==> config.mk <==
export PLATFORM = sky130hd
export DESIGN_NAME = pc_sequencer_flat
export DESIGN_NICKNAME = d
export VERILOG_FILES = /design/src/rtl/pc_sequencer_pkg.sv /design/src/rtl/pc_sequencer_if.sv /design/src/rtl/pc_sequencer_target_sel.sv /design/src/rtl/pc_sequencer.sv /design/src/flat_wrapper.sv
export SDC_FILE = /design/constraint.sdc
export NUM_CORES = 1
export LEC_CHECK = 0
export ABC_AREA = 1
export CELL_PAD_IN_SITES_DETAIL_PLACEMENT = 1
export CELL_PAD_IN_SITES_GLOBAL_PLACEMENT = 1
export CORE_MARGIN = 1.5
export CORE_UTILIZATION = 31
export CTS_CLUSTER_DIAMETER = 30
export CTS_CLUSTER_SIZE = 28
export DETAILED_ROUTE_END_ITERATION = 8
export PLACE_DENSITY_LB_ADDON = 0.1
export REMOVE_ABC_BUFFERS = 1
export SETUP_SLACK_MARGIN = 0.5
export SYNTH_ARGS = -nofsm -noshare
export SYNTH_HDL_FRONTEND = slang
export SYNTH_SLANG_ARGS = --single-unit
export TNS_END_PERCENT = 30
==> constraint.sdc <==
create_clock -name clk -period 3.6 [get_ports clk]
set_clock_uncertainty 0.2 [all_clocks]
set_input_delay 0.54 -clock clk [delete_from_list [all_inputs] [get_ports clk]]
set_output_delay 0.54 -clock clk [all_outputs]
set_load 0.01 [all_outputs]
==> src/rtl/pc_sequencer_pkg.sv <==
// Shared types and constants for the program-counter sequencer.
package pc_seq_pkg;
  typedef enum logic [1:0] {
    BOOT  = 2'd0,
    FETCH = 2'd1,
    EXEC  = 2'd2,
    HALT  = 2'd3
  } pc_state_t;

  localparam int unsigned       PC_INCR          = 4;
  localparam logic [31:0]       DEFAULT_RESET_PC = 32'h0000_0000;
endpackage

==> src/rtl/pc_sequencer_if.sv <==
// Instruction-fetch handshake between the sequencer (master) and instruction memory (slave).
// Handshake: fetch_req stays high with a stable fetch_addr until the slave
// raises fetch_ack for one cycle with fetch_data valid; the word is taken on that edge.
interface pc_sequencer_if #(
    parameter int WIDTH = 32
);
    logic             fetch_req;
    logic [WIDTH-1:0] fetch_addr;
    logic             fetch_ack;
    logic [WIDTH-1:0] fetch_data;

    modport master (output fetch_req, output fetch_addr, input fetch_ack, input fetch_data);
    modport slave  (input fetch_req, input fetch_addr, output fetch_ack, output fetch_data);
endinterface

==> src/rtl/pc_sequencer_target_sel.sv <==
// Combinational next-PC selection: jr > jump > branch > sequential.
import pc_seq_pkg::*;

module pc_target_sel #(
    parameter int WIDTH = 32
) (
    input  logic [WIDTH-1:0] pc,
    input  logic             branch_taken,
    input  logic [WIDTH-1:0] branch_offset,
    input  logic             jump,
    input  logic [25:0]      jump_index,
    input  logic             jr,
    input  logic [WIDTH-1:0] jr_addr,
    output logic [WIDTH-1:0] pc_plus4,
    output logic [WIDTH-1:0] next_pc
);
    logic [WIDTH-1:0] jr_target;

    assign pc_plus4  = pc + WIDTH'(PC_INCR);
    // Low bits are dropped so a misaligned register target still lands on a word.
    assign jr_target = jr_addr & ~{{(WIDTH-2){1'b0}}, 2'b11};

    always_comb begin
        next_pc = pc_plus4;
        if (jr) begin
            next_pc = jr_target;
        end else if (jump) begin
            next_pc = {pc_plus4[WIDTH-1:28], jump_index, 2'b00};
        end else if (branch_taken) begin
            next_pc = pc_plus4 + branch_offset;
        end
    end
endmodule

==> src/rtl/pc_sequencer.sv <==
// PC sequencer: BOOT -> FETCH -> EXEC loop, next-PC chosen on commit.
// Optional PC_ALIGN_CHECK_EN: misaligned committed jr sets sticky addr_error and halts.
import pc_seq_pkg::*;

module pc_sequencer #(
    parameter int          WIDTH    = 32,
    parameter logic [31:0] RESET_PC = DEFAULT_RESET_PC
) (
    input  logic                  clk,
    input  logic                  rst_n,
    pc_sequencer_if.master        fetch_if,
    output logic [WIDTH-1:0]      instr,
    output logic                  instr_valid,
    input  logic                  commit,
    input  logic                  branch_taken,
    input  logic [WIDTH-1:0]      branch_offset,
    input  logic                  jump,
    input  logic [25:0]           jump_index,
    input  logic                  jr,
    input  logic [WIDTH-1:0]      jr_addr,
    output logic [WIDTH-1:0]      pc,
    output logic [WIDTH-1:0]      pc_plus4,
    output logic                  addr_error,
    output pc_state_t             dbg_state
);
    pc_state_t        state_q, state_d;
    logic [WIDTH-1:0] pc_q, pc_d;
    logic [WIDTH-1:0] instr_q, instr_d;
    logic             fetch_req_q, fetch_req_d;
    logic             instr_valid_q, instr_valid_d;
    logic             addr_error_q, addr_error_d;
    logic [WIDTH-1:0] next_pc;

    pc_target_sel #(.WIDTH(WIDTH)) u_target_sel (
        .pc            (pc_q),
        .branch_taken  (branch_taken),
        .branch_offset (branch_offset),
        .jump          (jump),
        .jump_index    (jump_index),
        .jr            (jr),
        .jr_addr       (jr_addr),
        .pc_plus4      (pc_plus4),
        .next_pc       (next_pc)
    );

    always_comb begin
        state_d      = state_q;
        pc_d         = pc_q;
        instr_d      = instr_q;
        addr_error_d = addr_error_q;
        case (state_q)
            BOOT:  state_d = FETCH;
            FETCH: begin
                if (fetch_if.fetch_ack) begin
                    instr_d = fetch_if.fetch_data;
                    state_d = EXEC;
                end
            end
            EXEC: begin
                if (commit) begin
`ifdef PC_ALIGN_CHECK_EN
                    if (jr && (jr_addr[1:0] != 2'b00)) begin
                        addr_error_d = 1'b1;
                        state_d      = HALT;
                    end else begin
                        pc_d    = next_pc;
                        state_d = FETCH;
                    end
`else
                    pc_d    = next_pc;
                    state_d = FETCH;
`endif
                end
            end
            default: state_d = HALT;
        endcase
        // Outputs are registered from the next state so they align with dbg_state.
        fetch_req_d   = (state_d == FETCH);
        instr_valid_d = (state_d == EXEC);
    end

    always_ff @(posedge clk or negedge rst_n) begin
        if (!rst_n) begin
            state_q       <= BOOT;
            pc_q          <= WIDTH'(RESET_PC);
            instr_q       <= '0;
            fetch_req_q   <= 1'b0;
            instr_valid_q <= 1'b0;
            addr_error_q  <= 1'b0;
        end else begin
            state_q       <= state_d;
            pc_q          <= pc_d;
            instr_q       <= instr_d;
            fetch_req_q   <= fetch_req_d;
            instr_valid_q <= instr_valid_d;
            addr_error_q  <= addr_error_d;
        end
    end

    assign fetch_if.fetch_req  = fetch_req_q;
    assign fetch_if.fetch_addr = pc_q;
    assign instr               = instr_q;
    assign instr_valid         = instr_valid_q;
    assign pc                  = pc_q;
    assign dbg_state           = state_q;
`ifdef PC_ALIGN_CHECK_EN
    assign addr_error          = addr_error_q;
`else
    assign addr_error          = 1'b0;
`endif
endmodule

==> src/flat_wrapper.sv <==
// flat-port wrapper written by rule: the top's interface ports become plain ports
module pc_sequencer_flat 
#(
    parameter int          WIDTH    = 32,
    parameter logic [31:0] RESET_PC = DEFAULT_RESET_PC
)
  (clk, rst_n, instr, instr_valid, commit, branch_taken, branch_offset, jump, jump_index, jr, jr_addr, pc, pc_plus4, addr_error, dbg_state, fetch_if_fetch_req, fetch_if_fetch_addr, fetch_if_fetch_ack, fetch_if_fetch_data);
  pc_sequencer_if #(.WIDTH(WIDTH)) fetch_if_i ();
  input  logic clk;
  input  logic rst_n;
  output logic [WIDTH-1:0] instr;
  output logic instr_valid;
  input  logic commit;
  input  logic branch_taken;
  input  logic [WIDTH-1:0] branch_offset;
  input  logic jump;
  input  logic [25:0] jump_index;
  input  logic jr;
  input  logic [WIDTH-1:0] jr_addr;
  output logic [WIDTH-1:0] pc;
  output logic [WIDTH-1:0] pc_plus4;
  output logic addr_error;
  output pc_state_t dbg_state;
  output wire logic [$bits(fetch_if_i.fetch_req)-1:0] fetch_if_fetch_req;
  output wire logic [$bits(fetch_if_i.fetch_addr)-1:0] fetch_if_fetch_addr;
  input wire logic [$bits(fetch_if_i.fetch_ack)-1:0] fetch_if_fetch_ack;
  input wire logic [$bits(fetch_if_i.fetch_data)-1:0] fetch_if_fetch_data;
  assign fetch_if_fetch_req = fetch_if_i.fetch_req;
  assign fetch_if_fetch_addr = fetch_if_i.fetch_addr;
  assign fetch_if_i.fetch_ack = fetch_if_fetch_ack;
  assign fetch_if_i.fetch_data = fetch_if_fetch_data;
  pc_sequencer #(.WIDTH(WIDTH), .RESET_PC(RESET_PC)) u_core (.clk(clk), .rst_n(rst_n), .fetch_if(fetch_if_i), .instr(instr), .instr_valid(instr_valid), .commit(commit), .branch_taken(branch_taken), .branch_offset(branch_offset), .jump(jump), .jump_index(jump_index), .jr(jr), .jr_addr(jr_addr), .pc(pc), .pc_plus4(pc_plus4), .addr_error(addr_error), .dbg_state(dbg_state));
endmodule
* Yosys cells after proc, flatten, opt, wreduce, memory -nomap -nowiden
Index checks and enable logic that the tools add are counted.
** Cells by class
- Muxes and demuxes :: 6
- $add $sub $neg :: 2
- Reductions and logical operators :: 3
- Equal/unequal tests :: 4
** Operators with widths (count)
- two-way mux 32 bit :: 3
- adder 32 x 3 -> 32 bit, second input constant :: 1
- adder 32 bit :: 1
- case mux 2 bit (3 select lines) :: 1
- == test 2 x 1 -> 1 bit, second input constant :: 2
- == test 2 bit, second input constant :: 2
- two-way mux 2 bit :: 2
- AND reduction 2 bit :: 2
- logical NOT 2 bit :: 1
** Word-level totals
- Logic and storage cells :: 20
- Bits of input ports :: 129
- Register bits after elaboration :: 68

* Longest topological paths before layout
- Depth in word-level cells :: 5
- Depth in mapped cells :: 25
- Gate-level depth less buffers :: 25

* By module
Synthesis repeated with hierarchy kept, for this count alone.
** Unflattened totals
- Cell total of the unflattened synthesis :: 1196
- Area total of the unflattened synthesis :: 7365.8 µm²
** Modules (own cells, without submodules)
- pc_target_sel :: area an instance 4262.8 µm², instances 1, seq. area each 0.0 µm², cells each 862
- pc_sequencer :: area an instance 3103.0 µm², instances 1, seq. area each 1701.6 µm², cells each 334

* Worst setup path before layout
Ideal clock, no wire load.
- Kind :: flip-flop to flip-flop
- Start :: register u_core.pc_q[2], in the netlist u_core.fetch_if.fetch_addr[2]
- End :: register u_core.pc_q[30], in the netlist u_core.fetch_if.fetch_addr[30]
- Data required time :: 3.284 ns
- Data arrival time :: 2.718 ns
- Clock period less this slack :: 3.035 ns
- Setup slack :: 0.565 ns
- Setup time :: 0.116 ns
- Cell stages (with the launch flop) :: 21
- Path through :: dfrtp_1 > ha_1 > nand2_1 > nor2_2 > nand2_2 > nor2_4 > nand3_1 > xor2_1 > ha_1 > nand2_1 > inv_1 > nand3_1 > inv_1 > a21oi_1 > nor2_1 > nor2_1 > nand3_1 > nand3_1 > nand2_1 > nand2_1 > nand2_1
** Between the ends
- Cells in the longest elaborated chain, start to end :: 5
** RTL lines
- from (decl) :: RTL line pc_sequencer.sv:27 : logic [WIDTH-1:0] pc_q, pc_d;
- from (signal assigned) :: RTL line pc_sequencer.sv:85 : pc_q <= WIDTH'(RESET_PC);
- from (signal assigned) :: RTL line pc_sequencer.sv:92 : pc_q <= pc_d;
- adder 32 x 3 -> 32 bit :: RTL line pc_sequencer_target_sel.sv:19 : assign pc_plus4 = pc + WIDTH'(PC_INCR);
- net pc_plus4[20] :: RTL line flat_wrapper.sv:21 : output logic [WIDTH-1:0] pc_plus4;
- adder 32 bit :: RTL line pc_sequencer_target_sel.sv:30 : next_pc = pc_plus4 + branch_offset;
- two-way mux 32 bit :: RTL line pc_sequencer_target_sel.sv:29 : end else if (branch_taken) begin
- two-way mux 32 bit :: RTL line pc_sequencer_target_sel.sv:27 : end else if (jump) begin
- two-way mux 32 bit :: RTL line pc_sequencer_target_sel.sv:25 : if (jr) begin
The timed path passes the listed nets, and every way through them passes these cells.
A chain may end at the register's enable or synchronous reset.

* Worst setup path after layout
- Start :: register u_core.pc_q[2], in the netlist u_core.fetch_if.fetch_addr[2]
- End :: output pc_plus4[18]
** Between the ends
- Cells in the longest elaborated chain, start to end :: 1
** RTL lines (RTL line)
- adder 32 x 3 -> 32 bit :: pc_sequencer_target_sel.sv:19
- to (decl) :: flat_wrapper.sv:21
Every way passes these cells.

==> metrics.txt <==
Clock transition at path regs 70 ps; WL met2 15000 microns; gpl congestion 0.897; I/O pin count 262; die height 153 microns; initial antenna violation count 3; reg2reg setup slack 430 ps; Sink Count 68; die area 23400 sq um; DR top layer met4; EDFF count, synth 0; fill count 2798; Syn Inst Count 1111; Unique masters post-synth 44; Max VDD drop 0.417 mV; Worst Setup Start Kind flip-flop; post-layout min period 3220 ps; first-pass GRT wire length 47600 microns; Critical Path Fanout Max 4; HP Class reg2reg; DRC 8; Max transition margin 39.2%; number of H-tree levels 3; CP Class reg2out; Worst Path Required 2860 ps; largest net degree at the start of global routing 65; Tightest Pin Transition 911 ps; HPWL after DPL 25000 microns; status finished with violations; FP Rows 54; WL met1 13900 microns; ys flop type dfrtp_1; Setup TNS 0 ps; core area 22000 sq um; Pleak 0.00534 uW; syn avg cell area 6.27 sq um; drt wl/cell 18.6 microns; Layout Cell Area excl Fill 11100 sq um; synthesized flop and latch total 68; Stages on worst setup path 8; Detailed Routing Iterations Pass 1 9; maximum clock path buffer count 2; Layout area overhead 59.2%; Starting DRT DRC Count 412; worst reg2reg path depth 20; Final setup viols 0; Final ANT Viol Nets 0; DP Area 9840 sq um; Root Buffer clkbuf_16; layout cells sized above 1 20.4%; reg2reg end u_core.fetch_if.fetch_addr[25]; Critical Path AT 2480 ps; YS warnings 0; Starting Density 31.7%; Critical Path Source u_core.fetch_if.fetch_addr[2]; synth top area cells dfrtp_1, nand2_1, inv_1; post-synthesis async set-or-reset flop share 100%; later-pin clock latency in the skew report 340 ps; routed length on met3 1640 microns; Die X-Extent 153 microns; gr ovfl total 0; sequential cell area fraction in the yosys report 24.4%; slowest cell delay on critical path 530 ps; top-count cell post-synth nand2_1; f_max 311 MHz; CP Cell Sequence ha_2 -> nand2_2 -> nor2_4 -> nand2_4 -> nor2_2 -> xor2_2 -> buf_4 -> clkdlybuf4s50_1; PwrDens 768 nW/um^2; CTS tree yes; max_cap viols 0; WP buf/inv 2; nets 1567; Crit. End Element primary output; GRT Total Usage 26.3%; RSZ-0062 raised after global routing true; final hold violation count 0; Yosys top cell by area dfrtp_1; IO buf count 258; final wirelength 31400 microns; Tcrit/Tclk final 89.4%; CP top delay family buffers and inverters; R2R Path Start u_core.fetch_if.fetch_addr[2]; Synth top area share 24.4%; cell with the largest stage delay on the worst path clkdlybuf4s50_1; failing checks DRC; DR vias/cell 4.83; number of global-route vias before repair 8484; crit path capture pc_plus4[18]; CTS buffer count 9; synth cell count leaders nand2_1, inv_1, nor2_1, nand3_1, dfrtp_1; Slew Viols, Final 0; Synth Cell Area 6970 sq um; vias 8144
-- cells in the final DEF (no fill, tap or decap), types with 20 or more instances in the layout --
cell type	instances
nand2_2	36
nor2_1	91
a21oi_1	46
ha_1	22
nand2_1	354
mux2_2	32
clkdlybuf4s50_1	256
inv_1	149
dfrtp_1	55
nor2_2	20
nand3_1	57
buf_4	71
-- stage by stage --
step	setup slack [ps]	total power (uW)	hold slack, ps	util, %	cells
6_report	381	8510	304	50.5	1686
5_1_grt	200	9120	317	50.5	1686
4_1_cts	424	8180	308	48.7	1673
3_5_place_dp	115	6830	156	44.8	1634
3_3_place_gp	183	6750	155	44.8	1634
2_1_floorplan	488	4040	44.4	-	1054
-- layout make-up --
type / instances / area (sq um) / share of cell area [%]
Clock inverter: 7 / 58.8 / 0.530
Clock buffer: 9 / 225 / 2.03
Timing Repair Buffer: 333 / 3150 / 28.4
Antenna cell: 3 / 7.51 / 0.0677
Multi-Input combinational cell: 825 / 4970 / 44.8
Tap cell: 280 / 350 / 3.16
Sequential cell: 68 / 1720 / 15.5
Inverter: 161 / 607 / 5.47
-- what timing repair did --
| item | in CTS | in global routing |
|---|---|---|
| pin swaps | 13 | 17 |
| endpoints found under the setup margin | 40 | 40 |
| hold buffers | 1 | 0 |
| gates resized for setup | 90 | 83 |
| setup buffers | 22 | 10 |
| cloned | 0 | 0 |
| endpoints found under the hold margin | 4 | 0 |
-- flip-flops by register name, indices dropped and copies added, names as in the netlist --
register	cells
u_core.fetch_if.fetch_addr	32
u_core.instr	32
u_core.dbg_state	2
u_core.fetch_if.fetch_req	1
u_core.instr_valid	1
-- logic make-up after synthesis --
| group | count (synthesis) | share of synthesized area, % |
|---|---|---|
| AO/OA/AOI/OAI | 107 | 8.64 |
| XOR/XNOR | 22 | 2.87 |
| adder cells (fa/ha/maj) | 40 | 7.29 |
| buffers and inverters | 218 | 14.0 |
| flip-flops | 68 | 24.4 |
| multiplexers | 32 | 5.17 |
| other | 1 | 0.0538 |
| AND/OR/NAND/NOR | 623 | 37.5 |
-- worst min path at each step --
stage | from | endpoint | cells after the start
6_report | u_core.instr[17] | u_core.instr[17] | 1
3_3_place_gp | rst_n | u_core.instr[14] | 1
3_5_place_dp | rst_n | u_core.instr[14] | 1
5_1_grt | u_core.instr[17] | u_core.instr[17] | 1
2_1_floorplan | rst_n | u_core.dbg_state[0] | 0
4_1_cts | u_core.instr[9] | u_core.instr[9] | 1
-- metal layers --
metal	vias up	global-route usage (%)
met1	3855	33.8
li1	4008	-
met2	239	45.0
met4	0	8.36
met3	42	4.45
met5	-	0
-- report_power, final --
part | switching, uW | leakage, uW | internal (uW)
combinational | 3290 | 0.00439 | 2880
sequential | 328 | 0.000819 | 1130
clock | 399 | 0.000138 | 478
Power figures use the tool's default switching activity.
